File: src/rtl/std_sdiv_pipe.sv
// -----------------------------------------------------------------------------
// std_sdiv_pipe -- iterative signed divider (restoring, one bit per cycle)
//
// Divides a signed dividend by a signed divisor using unsigned magnitudes and
// a sign fix-up at the end.  The quotient truncates toward zero.  The
// remainder takes the sign of the dividend.  Latency is fixed at WIDTH+3
// edges from the start edge to the done pulse, including division by zero.
//
// Parameters
//   WIDTH          operand / quotient / remainder width (>= 2), default 32
//
// Ports
//   clk            rising-edge clock
//   reset_n        asynchronous active-low reset (release synchronous to clk)
//   go             start/hold request; dropping it mid-operation aborts
//   left           signed dividend, sampled on the start edge
//   right          signed divisor, sampled on the start edge
//   out_quotient   registered signed quotient, held until the next result
//   out_remainder  registered signed remainder, held until the next result
//   done           registered one-cycle completion pulse
//   div_by_zero    registered flag, 1 when the last result had right == 0
//                  (present only when STD_SDIV_DIV0_FLAG_EN is defined)
//
// Build option
//   STD_SDIV_DIV0_FLAG_EN  adds the div_by_zero output and its register.
// -----------------------------------------------------------------------------
module std_sdiv_pipe #(
    parameter int WIDTH = 32
) (
    input  logic             clk,
    input  logic             reset_n,
    input  logic             go,
    input  logic [WIDTH-1:0] left,
    input  logic [WIDTH-1:0] right,
    output logic [WIDTH-1:0] out_quotient,
    output logic [WIDTH-1:0] out_remainder,
    output logic             done
`ifdef STD_SDIV_DIV0_FLAG_EN
    ,
    output logic             div_by_zero
`endif
);

    localparam int CW = $clog2(WIDTH + 1);

    typedef enum logic [1:0] {
        IDLE,
        RUN,
        FIX,
        DONE
    } state_t;

    state_t           state;
    logic [CW-1:0]    count;
    logic [WIDTH-1:0] dvd;      // dividend magnitude, shifts out as quotient shifts in
    logic [WIDTH-1:0] dsr;      // divisor magnitude
    logic [WIDTH:0]   prem;     // partial remainder
    logic             neg_l;
    logic             neg_r;

    logic [WIDTH:0]   shifted;
    logic [WIDTH:0]   diff;
    logic             ge;
    logic             div0;
    logic [WIDTH-1:0] q_fix;
    logic [WIDTH-1:0] r_fix;

    // Two's-complement magnitude in WIDTH bits.  The most negative value maps
    // to 2^(WIDTH-1), which is representable as unsigned.
    function automatic logic [WIDTH-1:0] magnitude(input logic [WIDTH-1:0] v);
        return v[WIDTH-1] ? -v : v;
    endfunction

    // One restoring step: bring in the next dividend bit, then subtract the
    // divisor if it fits.  The top bit of prem is always 0 between steps, so
    // shifting it out loses nothing.
    always_comb begin
        shifted = (prem << 1) | {{WIDTH{1'b0}}, dvd[WIDTH-1]};
        diff    = shifted - {1'b0, dsr};
        ge      = (shifted >= {1'b0, dsr});
    end

    // Sign fix-up.  A zero divisor always subtracts, which leaves an all-ones
    // quotient and |left| as the remainder.  The quotient is never negated in
    // that case, so the all-ones result does not depend on the dividend sign.
    always_comb begin
        div0  = (dsr == '0);
        q_fix = ((neg_l ^ neg_r) && !div0) ? -dvd : dvd;
        r_fix = neg_l ? -prem[WIDTH-1:0] : prem[WIDTH-1:0];
    end

    // NOTE: sequential state is written with non-blocking assignments only, so
    // every register sees the values from before the edge.
    always_ff @(posedge clk or negedge reset_n) begin
        if (!reset_n) begin
            state         <= IDLE;
            count         <= '0;
            dvd           <= '0;
            dsr           <= '0;
            prem          <= '0;
            neg_l         <= 1'b0;
            neg_r         <= 1'b0;
            out_quotient  <= '0;
            out_remainder <= '0;
            done          <= 1'b0;
`ifdef STD_SDIV_DIV0_FLAG_EN
            div_by_zero   <= 1'b0;
`endif
        end else begin
            done <= 1'b0;
            unique case (state)
                IDLE: begin
                    if (go) begin
                        dvd   <= magnitude(left);
                        dsr   <= magnitude(right);
                        neg_l <= left[WIDTH-1];
                        neg_r <= right[WIDTH-1];
                        prem  <= '0;
                        count <= CW'(WIDTH);
                        state <= RUN;
                    end
                end

                RUN: begin
                    if (!go) begin
                        state <= IDLE;
                    end else begin
                        prem  <= ge ? diff : shifted;
                        dvd   <= {dvd[WIDTH-2:0], ge};
                        count <= count - CW'(1);
                        if (count == CW'(1)) begin
                            state <= FIX;
                        end
                    end
                end

                FIX: begin
                    if (!go) begin
                        state <= IDLE;
                    end else begin
                        out_quotient  <= q_fix;
                        out_remainder <= r_fix;
`ifdef STD_SDIV_DIV0_FLAG_EN
                        div_by_zero   <= div0;
`endif
                        state         <= DONE;
                    end
                end

                DONE: begin
                    // The pulse is registered here, so it is visible in the
                    // IDLE cycle that follows.  A held go restarts from there.
                    done  <= 1'b1;
                    state <= IDLE;
                end

                default: state <= IDLE;
            endcase
        end
    end

endmodule
File: config.mk
export PLATFORM = sky130hd
export DESIGN_NAME = std_sdiv_pipe
export DESIGN_NICKNAME = d
export VERILOG_FILES = /design/src/rtl/std_sdiv_pipe.sv
export SDC_FILE = /design/constraint.sdc
export NUM_CORES = 1
export LEC_CHECK = 0
export ABC_AREA = 1
export CORE_ASPECT_RATIO = 0.75
export CORE_MARGIN = 5
export CORE_UTILIZATION = 59
export DETAILED_ROUTE_END_ITERATION = 12
export DONT_BUFFER_PORTS = 1
export PLACE_DENSITY = 0.85
export SKIP_LAST_GASP = 1
export SLEW_MARGIN = 20
export SYNTH_ARGS = -nofsm -noshare
export SYNTH_HDL_FRONTEND = slang
export SYNTH_SLANG_ARGS = --single-unit
File: constraint.sdc
create_clock -name clk -period 2.1 [get_ports clk]
set_input_delay 0.42 -clock clk [delete_from_list [all_inputs] [get_ports clk]]
set_output_delay 0.42 -clock clk [all_outputs]
set_load 0.03 [all_outputs]
==> results.tsv <==
metric	value	unit
crit share post-route	107	%
final core occ	75.6	%
critical path required time	2.43	ns
Pwr Density	1650	mW/mm^2
dominant cell type by area after synthesis	dfrtp_1	
CTS root buffer	clkbuf_16	
Leak Pwr	8.76	nW
asr flop ratio synth	100	%
fin crit period	2.26	ns
CTS clk-pin slew, worst paths	0.07	ns
Worst Path Arrival	2.59	ns
Setup CP Type	flip-flop to flip-flop	
Max Cap Viol	0	
number of global-route vias before repair	13773	
Sink Count	171	
DP Worst Slack	-0.242	ns
1st-iter DRT viols	2142	
NumNets Final	2437	
number of detailed-route iterations in the first pass	6	
VDD IR-drop max	0.809	mV
status	complete, but fails checks	
synth unique cells	47	
H-tree levels	4	
Core Region	0.0228	sq mm
Initial Utilization	59.4	%
Non-Filler Instances	2644	
Crit path max-delay family	simple AND/OR/NAND/NOR gates	
Die Ht	141	microns
ys flop type	dfrtp_1	
syn avg cell area	6.27	sq um
DRC violations left	0	
Max Slew Vio Count	0	
I/O Buffers	0	
Total Power	28.5	mW
CP Cell Sequence	ha_4, nand2_2, nor2_4, nand2_2, nor2_4, nand3_2, nand3_2, nor2_4, buf_6, nand2_8, clkbuf_16, nand2_2, nand3_2, nand2_1	
Netlist Area Pre-Place	0.0136	sq mm
Yosys reg bits	171	
Cells after Synth	2162	
gr usage total	35.0	%
Clock Tree Buf Depth	2	
Die W	185	microns
synthesis-to-finish area growth	27.3	%
critical path's largest stage delay	0.47	ns
commonest non-fill, non-tap cell in the layout	nand2_1	
synthesized net count	2268	
worst slew pin tran	0.606	ns
Std-Cell Rows	48	
Worst R2R Start	prem[19]	
Via density	5.83	
CP Max Fanout	6	
YS warnings	0	
largest net degree at the start of global routing	172	
EDFF count, synth	0	
CP max stage cell	dfrtp_2	
failing checks	negative hold slack, negative setup slack	
antenna violations before repair	1	
Area contributors post-synth	dfrtp_1 (32%), nand2_1 (22%), inv_1 (7.5%)	
Fin Hold WS	-0.336	ns
RSZ-0062 raised after global routing	true	
WP depth	14	
Hold Fails Final Rpt	171	
Worst Setup Slack, final	-0.156	ns
clk_skew	0.0133	ns
die area	0.0261	sq mm
TritonCTS buffer count	17	
FF-to-FF setup slack	-0.16	ns
register area share after synthesis	31.6	%
Crit. End Element	flip-flop	
CTS tree	built	
share of layout cells above drive strength 1	22.6	%
reg2reg end	prem[31]	
worst-skew pair later-pin latency	0.45	ns
Placer Congestion	1.01	
dpl cells	2573	
DP HPWL	35500	microns
I/O Pins	132	
mean routed wirelength per cell	18.7	microns
total gr overflow	0	
global-route wire length before repair	72700	microns
commonest cells after routing, fill and taps aside	nand2_1 (690), inv_1 (245), buf_4 (186)	
post-synth top area share	31.6	%
Routed WL	49300	microns
final setup fails	34	
Hold/Removal Path Class	input pin to asynchronous set/reset pin	
Buf/Inv on CP	2	
Rel. slew slack	59.4	%
vias	15409	
FF-to-FF path depth	14	
Max Fclk	443	MHz
number of inserted diodes	0	
crit start category	flip-flop	
ANT nets after route	0	
[sequential cells by signal, summed over array words and instances, names as in the netlist]
signal,count
dsr,32
out_remainder,32
count,6
neg_l,1
done,1
dvd,32
out_quotient,32
neg_r,1
prem,32
state,2
[timing repair]
item | 4_1_cts | 5_1_grt
pin swaps | 10 | 88
buffers inserted | 2 | 29
endpoints found under the setup margin | 41 | 82
gates resized for setup | 69 | 228
gates cloned | 0 | 8
hold endpoints to repair | 171 | 171
[area by class of cell]
type                            instances  area, sq um
Tap cell                              300          375
Inverter                              283         1070
Fill cell                            1701         5580
Multi-Input combinational cell       1641         8980
Clock buffer                           17          425
Sequential cell                       171         4310
Clock inverter                         15          134
Timing Repair Buffer                  217         1950
[cells in the mapped netlist, drive strengths merged (16+ instances only)]
| master | count |
|---|---|
| o21ai | 128 |
| nand3 | 200 |
| xor2 | 75 |
| o211ai | 16 |
| nor2 | 223 |
| a21oi | 59 |
| inv | 280 |
| dfrtp | 171 |
| nor3 | 21 |
| clkbuf | 40 |
| nand2 | 783 |
| ha | 38 |
| buf | 27 |
| nand4 | 30 |
| xnor2 | 20 |
[worst max-delay path by stage]
stage	startpoint	end	slack [ns]
finish	prem[19]	prem[31]	-0.16
global route	dsr[6]	prem[21]	-0.20
CTS	prem[4]	prem[31]	-0.03
detailed placement	prem[17]	prem[15]	-0.24
global placement	prem[17]	prem[24]	-0.21
floorplan	dvd[31]	prem[16]	0.13
[per-stage QoR]
stage	area [sq um]	TNS (ns)
2_1_floorplan	13600	0
3_3_place_gp	15000	-4.98
3_5_place_dp	15000	-5.97
4_1_cts	16000	-0.108
5_1_grt	17200	-6.01
6_report	17200	-3.82
[report_power, final]
| part | total (mW) | internal, mW | switching (mW) |
|---|---|---|---|
| combinational | 19.4 | 8.29 | 11.1 |
| clock | 3.05 | 1.56 | 1.50 |
| sequential | 5.98 | 4.26 | 1.73 |
[metal layers]
metal | part of all wire (%) | GRT usage, % | routed length (microns) | up-vias
met5 | 0 | 0 | 0 | -
met4 | 2.1 | 5.98 | 1060 | 0
met3 | 16 | 13.6 | 7840 | 125
met2 | 40 | 47.1 | 19700 | 1081
met1 | 42 | 53.7 | 20800 | 7060
li1 | - | - | - | 7143
[logic make-up (layout without fill, tap and decap cells)]
kind of cell,Yosys count,in the layout,synth area share [%]
buf+inv,350,532,10.0
flops,171,171,31.6
fa+ha+maj,39,39,3.66
xor+xnor,95,95,6.14
compound gates,224,224,9.00
simple gates,1283,1283,39.6
Power figures use the tool's default switching activity.
